$ cat config.mk
export PLATFORM = sky130hd
export DESIGN_NAME = prio_enc_8x3_seq
export DESIGN_NICKNAME = d
export VERILOG_FILES = /design/src/rtl/prio_enc_pkg.sv /design/src/rtl/prio_enc_8x3.sv /design/src/rtl/prio_enc_8x3_seq.sv
export SDC_FILE = /design/constraint.sdc
export NUM_CORES = 1
export LEC_CHECK = 0
export CORE_MARGIN = 2
export CORE_UTILIZATION = 45
export DETAILED_ROUTE_END_ITERATION = 10
export PLACE_DENSITY = 0.82
export SLEW_MARGIN = 20
export SYNTH_ARGS = -nofsm -noshare
export SYNTH_HDL_FRONTEND = slang
export SYNTH_SLANG_ARGS = --single-unit
$ cat constraint.sdc
create_clock -name clk -period 2.35 [get_ports clk]
set_input_delay 0.47 -clock clk [delete_from_list [all_inputs] [get_ports clk]]
set_output_delay 0.47 -clock clk [all_outputs]
set_load 0.02 [all_outputs]
$ cat src/rtl/prio_enc_pkg.sv
// Shared constants, FSM state type and one-hot helper for the 8-to-3 priority encoder.
package prio_enc_pkg;

    localparam int WIDTH  = 8;
    localparam int CODE_W = 3;

    typedef enum logic [0:0] {
        S_IDLE    = 1'b0,
        S_PRESENT = 1'b1
    } state_t;

    function automatic logic [WIDTH-1:0] onehot(input logic [CODE_W-1:0] code);
        logic [WIDTH-1:0] one;
        one    = 8'd1;
        onehot = one << code;
    endfunction

endpackage

$ cat src/rtl/prio_enc_8x3.sv
// Combinational 8-to-3 priority encoder: highest set bit of pend wins.
module prio_enc_8x3
    import prio_enc_pkg::*;
(
    input  logic [WIDTH-1:0]  pend,
    output logic [CODE_W-1:0] enc_code,
    output logic              any
);

    // Highest-index set bit selects the code
    always_comb begin
        any = |pend;
        casez (pend)
            8'b1???????: enc_code = 3'd7;
            8'b01??????: enc_code = 3'd6;
            8'b001?????: enc_code = 3'd5;
            8'b0001????: enc_code = 3'd4;
            8'b00001???: enc_code = 3'd3;
            8'b000001??: enc_code = 3'd2;
            8'b0000001?: enc_code = 3'd1;
            8'b00000001: enc_code = 3'd0;
            default:     enc_code = 3'd0;
        endcase
    end

endmodule

$ cat src/rtl/prio_enc_8x3_seq.sv
// Registered 8-to-3 priority encoder with edge-captured requests and valid/ack handshake.
// Optional build macro LEVEL_MODE_EN: pend follows req directly, ovf tied low.
module prio_enc_8x3_seq
    import prio_enc_pkg::*;
(
    input  logic              clk,
    input  logic              rst,
    input  logic              en_n,
    input  logic [WIDTH-1:0]  req,
    input  logic              ack,
    output logic [CODE_W-1:0] code,
    output logic              valid,
    output logic [WIDTH-1:0]  pend,
    output logic              ovf
);

    logic [WIDTH-1:0]  req_q_r;
    logic [WIDTH-1:0]  pend_r;
    logic [WIDTH-1:0]  rise_s;
    logic [WIDTH-1:0]  clr_s;
    logic [WIDTH-1:0]  pend_next_s;
    logic              ovf_next_s;
    logic              ovf_r;
    logic [CODE_W-1:0] code_r;
    logic              valid_r;
    logic [CODE_W-1:0] enc_code_s;
    logic              any_s;
    state_t            state_r;

    prio_enc_8x3 u_enc (
        .pend     (pend_r),
        .enc_code (enc_code_s),
        .any      (any_s)
    );

    // Next pending mask: retire the acked code, new rising edges win over the clear
    always_comb begin
        rise_s = req & ~req_q_r;
        if ((state_r == S_PRESENT) && ack) begin
            clr_s = onehot(code_r);
        end else begin
            clr_s = 8'h00;
        end
`ifdef LEVEL_MODE_EN
        pend_next_s = req;
        ovf_next_s  = 1'b0;
`else
        pend_next_s = (pend_r & ~clr_s) | rise_s;
        ovf_next_s  = |(rise_s & pend_r);
`endif
    end

    // Request history, pending register and overflow pulse
    always_ff @(posedge clk or posedge rst) begin
        if (rst) begin
            req_q_r <= 8'h00;
            pend_r  <= 8'h00;
            ovf_r   <= 1'b0;
        end else begin
            req_q_r <= req;
            pend_r  <= pend_next_s;
            ovf_r   <= ovf_next_s;
        end
    end

    // Presentation FSM; code is frozen while presented (no preemption)
    always_ff @(posedge clk or posedge rst) begin
        if (rst) begin
            state_r <= S_IDLE;
            code_r  <= 3'd0;
            valid_r <= 1'b0;
        end else begin
            case (state_r)
                S_IDLE: begin
                    if (!en_n && any_s) begin
                        code_r  <= enc_code_s;
                        valid_r <= 1'b1;
                        state_r <= S_PRESENT;
                    end else begin
                        valid_r <= 1'b0;
                    end
                end
                S_PRESENT: begin
                    if (ack) begin
                        valid_r <= 1'b0;
                        state_r <= S_IDLE;
                    end else begin
                        valid_r <= 1'b1;
                    end
                end
                default: begin
                    state_r <= S_IDLE;
                    code_r  <= 3'd0;
                    valid_r <= 1'b0;
                end
            endcase
        end
    end

    assign code  = code_r;
    assign valid = valid_r;
    assign pend  = pend_r;
    assign ovf   = ovf_r;

endmodule

; ---- Word-level counts from Yosys, hierarchy flattened
; Cells that the tools add are included.
[op_classes]
shift = 1
n_mux = 5
n_reduce_logical = 6
bitwise_logic = 7
n_eq_ne = 6
[ops]
columns = op, n
row1 = 8-bit AND, 3
row2 = 3-bit one-hot mux with 7 select lines, 1
row3 = 8-bit NOT, 2
row4 = 8-bit OR reduction, 2
row5 = 8-bit 2-to-1 mux, 1
row6 = 8-bit OR, 1
row7 = "1-bit by 3-bit left shift with 8-bit output, first input constant", 1
row8 = "7-bit by 1-bit equality test with 1-bit output, second input constant", 1
row9 = "6-bit by 1-bit equality test with 1-bit output, second input constant", 1
row10 = "5-bit by 1-bit equality test with 1-bit output, second input constant", 1
row11 = "4-bit by 1-bit equality test with 1-bit output, second input constant", 1
row12 = "3-bit by 1-bit equality test with 1-bit output, second input constant", 1
row13 = "2-bit by 1-bit equality test with 1-bit output, second input constant", 1
row14 = 1-bit logical AND, 2
row15 = 1-bit 2-to-1 mux, 2
row16 = 1-bit one-hot mux with 2 select lines, 1
row17 = 2-bit AND reduction, 1
row18 = 1-bit zero test, 1
row19 = 1-bit NOT, 1
[word_totals]
elab_cells = 30
in_bits = 12
register_bits = 21
out_inout_bits = 13

; ---- Longest topological paths before layout
[depth]
depth_word = 5
depth_mapped = 4
ltp_nobuf = 4

; ---- Hierarchy
; From an unflattened synthesis, not the netlist that was laid out.
[hier_totals]
hier_cells = 80
area_unflattened_um2 = 874.6
[by_module_without_submodules]
columns = mod, n_inst, cells_each, seq_area_each_um2, area_each_um2
row1 = prio_enc_8x3_seq, 1, 68, 525.5, 817.0
row2 = prio_enc_8x3, 1, 12, 0.0, 57.6

; ---- Worst setup path before layout
; Ideal clock, no wire load.
[synth_path]
kind = register -> register
start = register pend_r[6] (netlist: pend[6])
end = register code_r[1] (netlist: code[1])
synth_period_minus_slack_ps = 2077
t_required_ps = 2225
setup_slack_ps = 273
n_path_buf = 0
arrival_ps = 1952
setup_time_ps = 125
path_stages_with_launch = 5
cell_sequence = dfrtp_1 or4_4 or4_4 o21ai_4 mux2_4
[synth_between]
elab_chain_cells = 3
word_cells_on_any_way = 10
classes_between = eq/ne: 6 / mux: 1 / reduce/logical: 3
[synth_rtl]
columns = item, line
row1 = from (decl), prio_enc_8x3_seq.sv:18  ; logic [WIDTH-1:0] pend_r;
row2 = from (signal assigned), prio_enc_8x3_seq.sv:61  ; pend_r <= pend_next_s;
row3 = branches (longest 3 deep; another with 7-bit by 1-bit equality test with 1-bit output), n/a
row4 = to (signal assigned), prio_enc_8x3_seq.sv:76  ; code_r <= enc_code_s;
row5 = to (decl), prio_enc_8x3_seq.sv:24  ; logic [CODE_W-1:0] code_r;
; Parallel ways; which one is timed is not known.
; A chain may end at the register's enable or synchronous reset.

; ---- Final worst setup path
; Ends and elaborated chain as after synthesis.

==> results.py <==
metrics = {
    "timing": {
        "finalSetupTns_ns": 0,
        "relSlewSlack_pct": 82.4,
        "finalSetupViolCount": 0,
        "grt_setup_unrepaired": "false",
        "maxSlewViolCount": 0,
        "worst_pin_slew_ns": 0.263,
        "hold_viol_final": 0,
        "layout_min_cycle_time_ns": 2.06,
        "fmax_mhz": 485,
        "finalClockSkew_ns": 0.00301,
        "period_share_pct": 87.7,
    },
    "critical_path": {
        "r2r_end": "code[1]",
        "worstSetupEndpointType": "register",
        "path_delay_family": "simple AND/OR/NAND/NOR gates",
        "arrival_ns": 2.25,
        "crit_chain": "or4_4 -> or4_4 -> o21ai_4 -> mux2_4",
        "start_kind": "register",
        "slowest_stage": "or4_4",
        "cp_num_buf_inv": 0,
        "cpMostUsedCell": "or4_4",
        "critical_path_class": "reg2reg",
        "crit_required_ns": 2.54,
        "cp_max_fo": 6,
        "r2r_start": "pend[6]",
        "reg2regPathDepth": 4,
        "r2r_slack_ns": 0.29,
        "critPathLaunch": "pend[6]",
        "cpPeakStageDelay_ns": 0.55,
    },
    "clocking": {
        "clk_latency_ns": 0.29,
        "cts_setup_buffers": 0,
        "hold_buffers": 0,
        "cts.repair.resized": 0,
        "numCtsBuffers": 3,
        "cts-root-buf": "clkbuf_4",
        "clk_pin_slew_ns": 0.11,
        "cts_sinks": 21,
        "cts_tree": "yes",
        "htreeDepth": 1,
        "cts_buffer_depth": 2,
    },
    "placement": {
        "dp_hpwl_mm": 1.39,
        "io_buffers": 24,
        "gp_congestion": 0.796,
    },
    "synthesis": {
        "syn-cell-area_um2": 877,
        "avgSynthCellArea_um2": 11.4,
        "yosysWarnings": 0,
        "synth-seq-cells": 21,
        "syn_inst": 77,
        "ys_seq_area_share_pct": 59.9,
        "syn-num-nets": 89,
        "synth_cell_types": 22,
    },
    "power": {
        "leakage_nw": 0.501,
        "powerDensity_mw_per_mm2": 659,
        "peakVddDrop_uv": 437,
    },
    "cells_and_area": {
        "seqCellArea_um2": 526,
        "mostFrequentLayoutCell": "clkdlybuf4s50_1",
        "synthToLayoutAreaGrowth_pct": 34.8,
        "final_util_pct": 66.3,
        "fill_cells": 145,
        "final_layout_size_suffix_gt1_share_pct": 8.49,
        "multi_input_area_um2": 307,
        "num_antenna_cells": 0,
        "final_cell_mix": "24 x clkdlybuf4s50_1, 21 x dfrtp_1, 13 x o21ai_0",
        "final_nets": 119,
    },
    "global_routing": {
        "grt_overflow": 0,
        "grt_start_max_net_pins": 22,
        "antenna_found_initial": 0,
        "grt.total_usage_pct": 18.6,
        "grt_pass1_wl_mm": 2.92,
        "first_global_vias": 677,
    },
    "route": {
        "firstDrtPassIters": 4,
        "viasPerCell": 5.40,
        "route.vias.total": 708,
        "ant_nets": 0,
        "wl_per_cell_um": 14.2,
        "drc": 0,
        "drtIter0Drc": 21,
        "drt-total-wl_mm": 1.86,
    },
    "min_path": {
        "min_path_cells": 1,
        "hp-class": "reg2reg",
        "whs_endpoint": "pend[3]",
        "min_from": "req_q_r[3]",
    },
    "job": {
        "cap_viol_max_count": 0,
    },
    "die": {
        "placementRows": 15,
        "coreArea_mm2": 0.00178,
        "boundaryPins": 25,
        "die_h_um": 48.2,
        "start_util_pct": 49.2,
        "die_area_mm2": 0.00232,
        "die_w_um": 48.2,
    },
    "outcome": {
        "status": "complete, no violations",
    },
}
[metal layers]
layer  GRT usage [%]  up-vias  share of wire, %
met3            3.33        4               5.3
met1            24.0      346                44
li1                -      333                 -
met2            31.6       25                49
met5               0        -                 0
met4            6.49        0               1.0
[synth_stat cells]
master    instances  area, um2
o21ai_0          13       65.1
o311a_1           1       10.0
inv_1            12       45.0
o21ai_1           1       5.00
dfrtp_1          21        526
and3b_1           1       8.76
a32o_1            1       10.0
nand2b_1          2       12.5
nand3_1           1       5.00
nand2_1           1       3.75
nor2_1            3       11.3
nand3b_1          5       37.5
o31a_1            1       8.76
a21oi_1           2       10.0
or4_4             2       22.5
or3_1             1       6.26
nand4_1           1       6.26
o21ai_4           1       16.3
a31oi_1           1       6.26
o31ai_1           3       22.5
a22o_1            1       8.76
mux2_4            2       30.0
[cell families (layout without fill, tap and decap cells)]
family / Yosys count / count (layout) / synth area share (%)
buffers and inverters: 12 / 41 / 5.14
DFF: 21 / 21 / 59.9
and+or+nand+nor: 17 / 17 / 13.0
AOI/OAI and AO/OA: 25 / 25 / 18.5
muxes: 2 / 2 / 3.42
[report_power, final]
part | total (mW) | internal, mW | switching (mW) | leakage, nW
registers | 0.431 | 0.392 | 0.0399 | 0.217
clock network | 0.167 | 0.0660 | 0.101 | 0.0150
logic | 0.180 | 0.0914 | 0.0889 | 0.269
[layout make-up]
cell class | count | share of cell area [%]
Clock buffer | 4 | 2.22
Sequential cell | 21 | 44.4
Timing Repair Buffer | 25 | 21.0
Tap cell | 25 | 2.65
Multi-Input combinational cell | 44 | 25.9
Inverter | 12 | 3.81
[flip-flops by register name, indices dropped and copies added, names as in the netlist]
name / cells
state_r: 1
pend: 8
req_q_r: 8
code: 3
ovf: 1
[worst reg2reg max path, cell delays in order (launching register included)]
cell,delay (ns)
dfrtp_1,0.44
or4_4,0.55
or4_4,0.45
o21ai_4,0.20
mux2_4,0.32
[worst max path at each step]
stage | end | slack (ns) | cells past startpoint
2_1_floorplan | code[1] | 0.27 | 4
3_3_place_gp | code[1] | 0.35 | 4
3_5_place_dp | code[1] | 0.30 | 4
4_1_cts | code[1] | 0.28 | 4
5_1_grt | code[1] | 0.25 | 4
6_report | code[1] | 0.29 | 4
[stage by stage]
step                      hold slack (ns)  setup slack, ns  cell area, um2  power [mW]  instances
final                               0.460            0.290            1180       0.779        131
after global routing                0.464            0.253            1180       0.822        131
after CTS                           0.462            0.280            1180       0.783        131
after detailed placement            0.448            0.299            1160       0.618        127
after global placement              0.434            0.347            1160       0.613        127
after floorplan                     0.426            0.273             877       0.522         77
No activity file was read; power rests on OpenSTA's default activity.
